--- config.mk ---
export PLATFORM = sky130hd
export DESIGN_NAME = fetch_unit_flat
export DESIGN_NICKNAME = d
export VERILOG_FILES = /design/src/rtl/fetch_if.sv /design/src/rtl/fetch_unit.sv /design/src/flat_wrapper.sv
export SDC_FILE = /design/constraint.sdc
export NUM_CORES = 1
export LEC_CHECK = 0
export CAP_MARGIN = 10
export CORE_ASPECT_RATIO = 0.6
export CORE_MARGIN = 3
export CORE_UTILIZATION = 45
export DETAILED_ROUTE_END_ITERATION = 10
export PLACE_DENSITY = 0.8
export SYNTH_ARGS = -nofsm -noshare
export SYNTH_HDL_FRONTEND = slang
export SYNTH_SLANG_ARGS = --single-unit
--- constraint.sdc ---
create_clock -name clk -period 1.6 [get_ports clk]
set_input_delay 0.48 -clock clk [delete_from_list [all_inputs] [get_ports clk]]
set_output_delay 0.48 -clock clk [all_outputs]
set_load 0.01 [all_outputs]
--- src/rtl/fetch_if.sv ---
// fetch_if: controller <-> fetch datapath strobes, data bus and fetch results.
// With FETCH_BKPT_EN defined, the interface also carries bkpt_addr and bkpt_hit.
interface fetch_if #(
    parameter int ADDR_W = 13,
    parameter int DATA_W = 8
);
    logic              ena;
    logic [DATA_W-1:0] data;
    logic              load_ir;
    logic              inc_pc;
    logic              load_pc;
    logic              fetch;
    logic [2:0]        opcode;
    logic [ADDR_W-1:0] ir_addr;
    logic [ADDR_W-1:0] pc_addr;
    logic [ADDR_W-1:0] addr;
    logic              lo_phase;
    logic              instr_valid;
`ifdef FETCH_BKPT_EN
    logic [ADDR_W-1:0] bkpt_addr;
    logic              bkpt_hit;
    modport master (output ena, data, load_ir, inc_pc, load_pc, fetch, bkpt_addr,
                    input  opcode, ir_addr, pc_addr, addr, lo_phase, instr_valid, bkpt_hit);
    modport slave  (input  ena, data, load_ir, inc_pc, load_pc, fetch, bkpt_addr,
                    output opcode, ir_addr, pc_addr, addr, lo_phase, instr_valid, bkpt_hit);
`else
    modport master (output ena, data, load_ir, inc_pc, load_pc, fetch,
                    input  opcode, ir_addr, pc_addr, addr, lo_phase, instr_valid);
    modport slave  (input  ena, data, load_ir, inc_pc, load_pc, fetch,
                    output opcode, ir_addr, pc_addr, addr, lo_phase, instr_valid);
`endif
endinterface

--- src/rtl/fetch_unit.sv ---
// fetch_unit: program counter, two-byte instruction register and address mux.
// Optional breakpoint compare is enabled with FETCH_BKPT_EN.
module fetch_unit #(
    parameter int ADDR_W = 13,
    parameter int DATA_W = 8
) (
    input  logic   clk,
    input  logic   rst_n,
    fetch_if.slave bus
);
    typedef enum logic {HI, LO} state_t;

    state_t                r_state;
    state_t                w_next;
    logic [2*DATA_W-1:0]   r_ir;
    logic [ADDR_W-1:0]     r_pc;
    logic                  r_valid;
    logic                  w_pc_upd;
    logic [ADDR_W-1:0]     w_pc_next;

    assign w_pc_upd  = bus.ena && (bus.load_pc || bus.inc_pc);
    assign w_pc_next = bus.load_pc ? r_ir[ADDR_W-1:0] : r_pc + 1'b1;

    // Byte-phase register
    always_ff @(posedge clk or negedge rst_n) begin
        if (!rst_n) r_state <= HI;
        else        r_state <= w_next;
    end

    // Next byte phase: ena low resyncs to the high byte, load_ir toggles
    always_comb begin
        w_next = r_state;
        if (!bus.ena)         w_next = HI;
        else if (bus.load_ir) w_next = (r_state == HI) ? LO : HI;
    end

    // Instruction register and valid flag
    always_ff @(posedge clk or negedge rst_n) begin
        if (!rst_n) begin
            r_ir    <= '0;
            r_valid <= 1'b0;
        end else if (!bus.ena) begin
            r_valid <= 1'b0;
        end else if (bus.load_ir) begin
            if (r_state == HI) r_ir[2*DATA_W-1:DATA_W] <= bus.data;
            else               r_ir[DATA_W-1:0]        <= bus.data;
            r_valid <= (r_state == LO);
        end
    end

    // Program counter: load from old ir_addr beats increment
    always_ff @(posedge clk or negedge rst_n) begin
        if (!rst_n)        r_pc <= '0;
        else if (w_pc_upd) r_pc <= w_pc_next;
    end

`ifdef FETCH_BKPT_EN
    logic r_hit;

    // Sticky breakpoint flag, cleared by an ena-low edge
    always_ff @(posedge clk or negedge rst_n) begin
        if (!rst_n)                                       r_hit <= 1'b0;
        else if (!bus.ena)                                r_hit <= 1'b0;
        else if (w_pc_upd && w_pc_next == bus.bkpt_addr)  r_hit <= 1'b1;
    end

    assign bus.bkpt_hit = r_hit;
`endif

    assign bus.opcode      = r_ir[2*DATA_W-1:2*DATA_W-3];
    assign bus.ir_addr     = r_ir[ADDR_W-1:0];
    assign bus.pc_addr     = r_pc;
    assign bus.addr        = bus.fetch ? r_pc : r_ir[ADDR_W-1:0];
    assign bus.lo_phase    = (r_state == LO);
    assign bus.instr_valid = r_valid;
endmodule

--- src/flat_wrapper.sv ---
// flat-port wrapper written by rule: the top's interface ports become plain ports
module fetch_unit_flat 
#(
    parameter int ADDR_W = 13,
    parameter int DATA_W = 8
)
  (clk, rst_n, bus_ena, bus_data, bus_load_ir, bus_inc_pc, bus_load_pc, bus_fetch, bus_opcode, bus_ir_addr, bus_pc_addr, bus_addr, bus_lo_phase, bus_instr_valid);
  fetch_if #(.ADDR_W(ADDR_W), .DATA_W(DATA_W)) bus_i ();
  input  logic clk;
  input  logic rst_n;
  input wire logic [$bits(bus_i.ena)-1:0] bus_ena;
  input wire logic [$bits(bus_i.data)-1:0] bus_data;
  input wire logic [$bits(bus_i.load_ir)-1:0] bus_load_ir;
  input wire logic [$bits(bus_i.inc_pc)-1:0] bus_inc_pc;
  input wire logic [$bits(bus_i.load_pc)-1:0] bus_load_pc;
  input wire logic [$bits(bus_i.fetch)-1:0] bus_fetch;
  output wire logic [$bits(bus_i.opcode)-1:0] bus_opcode;
  output wire logic [$bits(bus_i.ir_addr)-1:0] bus_ir_addr;
  output wire logic [$bits(bus_i.pc_addr)-1:0] bus_pc_addr;
  output wire logic [$bits(bus_i.addr)-1:0] bus_addr;
  output wire logic [$bits(bus_i.lo_phase)-1:0] bus_lo_phase;
  output wire logic [$bits(bus_i.instr_valid)-1:0] bus_instr_valid;
  assign bus_i.ena = bus_ena;
  assign bus_i.data = bus_data;
  assign bus_i.load_ir = bus_load_ir;
  assign bus_i.inc_pc = bus_inc_pc;
  assign bus_i.load_pc = bus_load_pc;
  assign bus_i.fetch = bus_fetch;
  assign bus_opcode = bus_i.opcode;
  assign bus_ir_addr = bus_i.ir_addr;
  assign bus_pc_addr = bus_i.pc_addr;
  assign bus_addr = bus_i.addr;
  assign bus_lo_phase = bus_i.lo_phase;
  assign bus_instr_valid = bus_i.instr_valid;
  fetch_unit #(.ADDR_W(ADDR_W), .DATA_W(DATA_W)) u_core (.clk(clk), .rst_n(rst_n), .bus(bus_i));
endmodule
==> impl_results.md, run 1 <==
* Status: complete, but fails checks
* Violated checks: setup timing
* #FFs+latches synth at 31
* Area grow syn2layout at 68.2%
* Post-synthesis sequential area ratio at 0.455
* Most used cell, CP: buf_6
* Synthesized cell area at 1710 um2
* Clock Sinks at 31
* Ys flop type: dfrtp_1
* Synth area leader: dfrtp_1
* CP arrival at 1.23 ns
* Clock power frac at 0.170
* H-tree levels at 2
* Largest family of logic cells by synthesized area: multiplexers
* DRC at 0
* Max-Cap Viols at 0
* TritonCTS clock tree: yes
* Die Y-Extent at 53.7 um
* Cts bufs inserted at 5
* Synth Area in Simple Gates at 0.119
* Post-DP Area at ~2600 um2
* Non-Filler Instances at 301
* DR iter-0 viols at 228
* Clk slew on worst S/H paths at 0.07 ns
* Unrepaired setup endpoints after global routing: yes
* Fin util at 0.834
* Share of cells above drive strength 1 at 0.430
* Core Footprint at between 3000 and 4000 um2
* Required time of the worst setup path at between 1 and 1.5 ns
* Slack of the worst reg-to-reg path at 0.01 ns
* Global route overflow at 0
* Max IR drop VDD at 0.000848 V
* Adder-Cell Fraction of Synth Area at 0.00733
* First-pass GRT wire length at 9540 um
* P_int at roughly 0.0023 W
* Vias at around 1800
* Largest stage delay, worst path at 0.41 ns
* Fin crit share at 1.07
* Yosys top cell area share at 0.455
* Initial antenna violation count at 0
* Logic gate share of total power at 0.525
* Pre-CTS setup slack at -0.883 ns
* Die area at 4590 um2
* Antenna cells at 0
* Placer congestion estimate at ~0.89
* Drt via density at 5.91
* P per Cell Area at 1290 nW/um2
* Hold Violations, Final at 0
* CP Max Fanout at 2
* Compound-Gate Fraction of Synth Area at 0.142
* Switch share at 0.371
* Placed cells at 289
* Startpoint class of the critical path: register
* Crit-path cells: buf_6 -> mux2_4 -> buf_6
* Async S/R FF share, synth at 1.00
* Most area-consuming cells after synthesis: dfrtp_1 (45%), mux2_2 (19%), mux2i_1 (4.7%)
* Fin Hold WS at 0.514 ns
* Setup violators final at 13
* Final wirelength at around 6300 um
* Port bufs at 58
* Critical path endpoint category: output port
* Rel. slew slack at 0.809
* Ys Warns at 0
* Netlist cell types at 35
* All-Layer GR Usage at 0.282
* Xor and xnor area share after synthesis at 0.00513
* Flop pwr share at 0.304
* Final Cell Area at 2870 um2
* Class of the tightest hold or removal check: reg2reg
* # rows at 16
* # nets final at 271
* Synth Net Count at 168
* Die extent in x at between 80 and 90 um
* FILL cells at approximately 190
* Slowest stage cell, crit path: dfrtp_1
* Final Max Slew Viols at 0
* P_leak at 1.36 nW
* Latest clock arrival within the worst-skew pair at between 0.2 and 0.3 ns
* I/O pins at 59
* Hpwl dp at approximately 4100 um
* Fmax at 586 MHz
* Net Sw Power at between 0.001 and 0.0015 W
* Tmin final at roughly 1.7 ns
* Vias in the first global route at about 1800
* Clk buf depth at 2
* Antenna violation net count after detailed routing at 0
* Post-synthesis mux area share at 0.238
* DR WL/cell at 20.8 um
* Root Driver: clkbuf_8
* Initial Utilization at 0.496
* Avg Cell Area, Syn at 11.2 um2
* Syn Inst Count at 152
* First-pass detailed-route iteration total at 4
* Skew final at 0.00634 ns
* Post-synth EDFFs at 0
* Largest net degree at the start of global routing at 32
* Final WS setup at -0.108 ns
* Setup Crit Path Kind: reg2out
* Worst-Margin Slew at about 0.28 ns
* Hold Buf Count CTS at 0
-- placed cells by master (no fill, tap or decap), types with 5 or more instances in the layout --
| cell | instances |
|---|---|
| a21oi_1 | 10 |
| buf_4 | 40 |
| buf_6 | 14 |
| clkbuf_8 | 5 |
| clkdlybuf4s15_1 | 20 |
| clkdlybuf4s50_1 | 11 |
| dfrtp_1 | 31 |
| dlygate4sd2_1 | 7 |
| mux2_2 | 18 |
| mux2_4 | 11 |
| mux2i_1 | 8 |
| nand2_1 | 6 |
| nor2_1 | 7 |
| o21ai_0 | 15 |
-- layout make-up --
class | instances | area [um2] | area share
Timing Repair Buffer | 104 | 982 | 0.342
Clock buffer | 5 | 68.8 | 0.0240
Multi-Input combinational cell | 112 | 963 | 0.336
Tap cell | 45 | 56.3 | 0.0196
Clock inverter | 3 | 20.0 | 0.00697
Sequential cell | 31 | 776 | 0.270
Inverter | 1 | 3.75 | 0.00131
-- registers in the layout, indices dropped and copies added, names as in the netlist --
| name | count |
|---|---|
| u_core.bus.lo_phase | 1 |
| u_core.bus.instr_valid | 1 |
| u_core.bus.pc_addr | 13 |
| u_core.r_ir | 16 |
-- synthesized netlist by cell type (3+ instances only) --
cell type	count
nor2_1	7
mux2i_1	8
a31oi_1	3
buf_2	4
nand2_1	6
dfrtp_1	31
a21oi_1	10
mux2_2	29
o21ai_0	15
nand3_1	5
o22ai_1	4
-- worst paths after layout --
| check | start | to | cells after the start |
|---|---|---|---|
| worst min register to register | u_core.r_ir[14]$_DFFE_PN0P_ | u_core.r_ir[14]$_DFFE_PN0P_ | 1 |
| worst max register to register | u_core.bus.pc_addr[0]$_DFFE_PN0P_ | u_core.bus.pc_addr[10]$_DFFE_PN0P_ | 6 |
| max in group asynchronous | rst_n | u_core.bus.pc_addr[0]$_DFFE_PN0P_ | 2 |
| worst min-delay path | u_core.r_ir[14]$_DFFE_PN0P_ | u_core.r_ir[14]$_DFFE_PN0P_ | 1 |
| min in group asynchronous | rst_n | u_core.bus.pc_addr[2]$_DFFE_PN0P_ | 2 |
| worst max-delay path | u_core.r_ir[9]$_DFFE_PN0P_ | bus_addr[9] | 3 |
-- stage by stage --
| stage | TNS (ns) | total power [W] |
|---|---|---|
| floorplan | 0 | 0.00183 |
| global placement | -17.12 | 0.00291 |
| detailed placement | -18.65 | 0.00297 |
| CTS | -0.530 | 0.00358 |
| global route | -0.823 | 0.00387 |
| finish | -0.631 | 0.00371 |
-- per-layer routing --
layer / global-route usage / up-vias / share of wire
li1: - / 780 / -
met1: 0.372 / 839 / 0.41
met2: 0.452 / 131 / 0.45
met3: 0.0734 / 30 / 0.11
met4: 0.113 / 0 / 0.033
met5: 0 / - / 0
-- power by group through the flow --
stage	clock network (W)	registers (W)	logic [W]
6_report	0.000632	0.00113	0.00195
4_1_cts	0.000628	0.00111	0.00184
3_5_place_dp	0	0.00112	0.00185
2_1_floorplan	0	0.00131	0.000516
5_1_grt	0.000667	0.00114	0.00205
3_3_place_gp	0	0.00111	0.00180
-- repair_timing --
| action | 4_1_cts | 5_1_grt |
|---|---|---|
| gates resized for setup | 123 | 31 |
| buffers inserted | 2 | 1 |
| pin swaps | 0 | 1 |
| cloned | 1 | 0 |
| endpoints found under the setup margin | 52 | 41 |
-- kinds of logic after synthesis --
group | count (synthesis)
AO/OA/AOI/OAI | 41
XOR/XNOR | 1
adder cells (fa/ha/maj) | 1
buffers and inverters | 9
flip-flops | 31
multiplexers | 37
AND/OR/NAND/NOR | 32
-- critical path, delay by kind of cell, from the launching register on --
| family | cells | cell delay [ns] |
|---|---|---|
| flops | 1 | 0.41 |
| mux | 1 | 0.28 |
| buf+inv | 2 | 0.25 |
Note: power is estimated with default switching activity, not from simulation.
==> run 2: changes to the inputs <==
--- a/config.mk
+++ b/config.mk
@@ -7,7 +7,6 @@
 export LEC_CHECK = 0
 export CAP_MARGIN = 10
 export CORE_ASPECT_RATIO = 0.6
-export CORE_MARGIN = 3
 export CORE_UTILIZATION = 45
 export DETAILED_ROUTE_END_ITERATION = 10
 export PLACE_DENSITY = 0.8
==> run 2 against run 1 <==
The flow still finishes with violations (setup timing). Final area increased by 0.61%. Sequential power about the same. Via count increased by 6.3%. Flip-flop and latch count unchanged. Critical path type unchanged.
==> impl_results.md, run 2 (synthesis gave the netlist of run 1 again) <==
* P per Cell Area at 1310 nW/um2 (+1.5%)
* Slowest stage cell, crit path: dfrtp_1
* I/O pins at 59 (unchanged)
* CP Max Fanout at 2 (unchanged)
* Reg-to-reg startpoint: u_core.bus.pc_addr[3]$_DFFE_PN0P_
* CP arrival at 1.21 ns (-0.02 ns)
* Hold path startpoint: u_core.r_ir[14]$_DFFE_PN0P_
* First-pass detailed-route iteration total at 5 (+1)
* DR iter-0 viols at 475 (+110%)
* Port bufs at 58 (unchanged)
* Max IR drop VDD at 0.00107 V (+26%)
* Fmax at 593 MHz (+1.3%)
* Drt via density at 6.17 (+4.3%)
* Die extent in x at 81.5 um (-4.7%)
* Root Driver: clkbuf_8
* Crit-path cells: buf_6 -> mux2_4 -> buf_6
* Skew final at 0.00954 ns (+0.00320 ns)
* All-Layer GR Usage at 0.335 (+0.0532)
* Fin util at 0.839 (+0.00509)
* Setup violators final at 13 (unchanged)
* Final Power at 0.00379 W (+2.2%)
* Critical path endpoint category: output port
* Max reg flops at 16 (unchanged)
* Die area at 4050 um2 (-12%)
* # nets final at 277 (+2.2%)
* Setup tns final at -0.527 ns (+0.105 ns)
* Setup Crit Path Kind: reg2out
* Hpwl dp at 3950 um (-4.3%)
* Clk buf depth at 2 (unchanged)
* Final Max Slew Viols at 0 (unchanged)
* Slack of the worst reg-to-reg path at 0.07 ns (+0.06 ns)
* FF/Latch Area at 776 um2 (unchanged)
* Placer congestion estimate at 0.998 (+12%)
* Reg with most FFs: u_core.r_ir
* Vias in the first global route at 1781 (-2.3%)
* Largest stage delay, worst path at 0.40 ns (about the same)
* Worst Reg-to-Reg Cells at 5 (-1)
* DR WL/cell at 20.7 um (-0.63%)
* Die Y-Extent at 49.7 um (-7.4%)
* Vias at 1893 (+6.3%)
* First-pass GRT wire length at 9500 um (-0.43%)
* Worst r2r dst: u_core.bus.pc_addr[9]$_DFFE_PN0P_
* Fin crit share at 1.05 (-0.0134)
* Required time of the worst setup path at 1.12 ns (about the same)
* Tmin final at 1.69 ns (-0.0215 ns)
* Violated checks: setup timing
* TritonCTS clock tree: yes
* Antenna violation net count after detailed routing at 0 (unchanged)
* Core Footprint at 3440 um2 (unchanged)
* P_leak at 1.37 nW (+0.79%)
* WHS Path Cells at 1 (unchanged)
* Area grow syn2layout at 69.2%
* Fin Hold WS at 0.512 ns (-0.00243 ns)
* Worst-Margin Slew at 0.364 ns (+0.0808 ns)
* WHS Endpoint: u_core.r_ir[14]$_DFFE_PN0P_
* Clock Sinks at 31 (unchanged)
* Antenna cells at 0 (unchanged)
* Unrepaired setup endpoints after global routing: yes
* H-tree levels at 2 (unchanged)
* Hold Violations, Final at 0 (unchanged)
* Area of the multi-input gates at 955 um2 (-0.91%)
* Commonest non-fill, non-tap cells in the layout: buf_4 (43), dfrtp_1 (31), clkdlybuf4s15_1 (20)
* DRC at 0 (unchanged)
* Latest clock arrival within the worst-skew pair at 0.30 ns (about the same)
* Share of cells above drive strength 1 at 0.458 (+0.0283)
* Most used cell, CP: buf_6
* # rows at 16 (unchanged)
* Commonest non-fill, non-tap cell in the layout: buf_4
* Rel. slew slack at 0.757 (-0.0525)
* FILL cells at 181 (-4.2%)
* Cts bufs inserted at 5 (unchanged)
* Largest net degree at the start of global routing at 32 (unchanged)
* Global route overflow at 0 (unchanged)
* Initial antenna violation count at 0 (unchanged)
* Class of the tightest hold or removal check: reg2reg
* Initial Utilization at 0.496 (unchanged)
* Final WS setup at -0.0860 ns (+0.0215 ns)
* Startpoint class of the critical path: register
* Max-Cap Viols at 0 (unchanged)
* Final wirelength at 6360 um (+1.4%)
* Status: complete, but fails checks
* Clk slew on worst S/H paths at 0.07 ns (about the same)
[run 2: what timing repair did]
item / CTS / global route
pin swaps: 0 / 2
hold endpoints to repair: 0 / 0
buffers inserted: 4 / 1
gates resized for setup: 130 / 38
setup endpoints to repair: 44 / 44
hold buffers: 0 / 0
[run 2: worst max path at each step]
stage,end,slack (ns),cells past startpoint,from
detailed placement,bus_addr[2],-0.84,4,bus_fetch
global route,bus_addr[7],-0.11,3,u_core.r_ir[7]$_DFFE_PN0P_
finish,bus_addr[6],-0.09,3,u_core.r_ir[6]$_DFFE_PN0P_
CTS,bus_addr[6],-0.09,3,u_core.r_ir[6]$_DFFE_PN0P_
floorplan,bus_addr[10],0.08,2,bus_fetch
global placement,bus_addr[0],-0.80,4,bus_fetch
[run 2: routing by layer]
layer,track usage,vias to the layer above,part of all wire
met5,0,-,0
met4,0.161,0,0.035
met3,0.111,36,0.14
met2,0.475,185,0.42
met1,0.457,877,0.40
li1,-,795,-
[run 2: final cells by class]
class,count,area share
Inverter,1,0.00130
Tap cell,45,0.0195
Clock buffer,5,0.0238
Timing Repair Buffer,110,0.349
Multi-Input combinational cell,112,0.331
Sequential cell,31,0.269
Clock inverter,3,0.00693
[run 2: per-stage QoR]
stage / instance area [um2] / worst slack, ns / cells
final: 2890 / -0.0860 / 307
after global routing: 2890 / -0.108 / 307
after CTS: 2830 / -0.0928 / 306
after detailed placement: 2660 / -0.837 / 294
after global placement: 2660 / -0.804 / 294
after floorplan: 1710 / 0.0781 / 152
[run 2: critical path: cells and delay by family, from the launching register on]
family,cells,cell delay [ns]
multiplexers,1,0.26
buffers and inverters,2,0.25
flip-flops,1,0.40
[run 2: where the power goes]
part	leakage (nW)	switching, W	total (W)	internal [W]
combinational	0.956	0.000942	0.00203	0.00109
clock	0.0402	0.000321	0.000623	0.000302
sequential	0.375	0.000148	0.00113	0.000985
total	1.37	0.00141	0.00379	0.00237
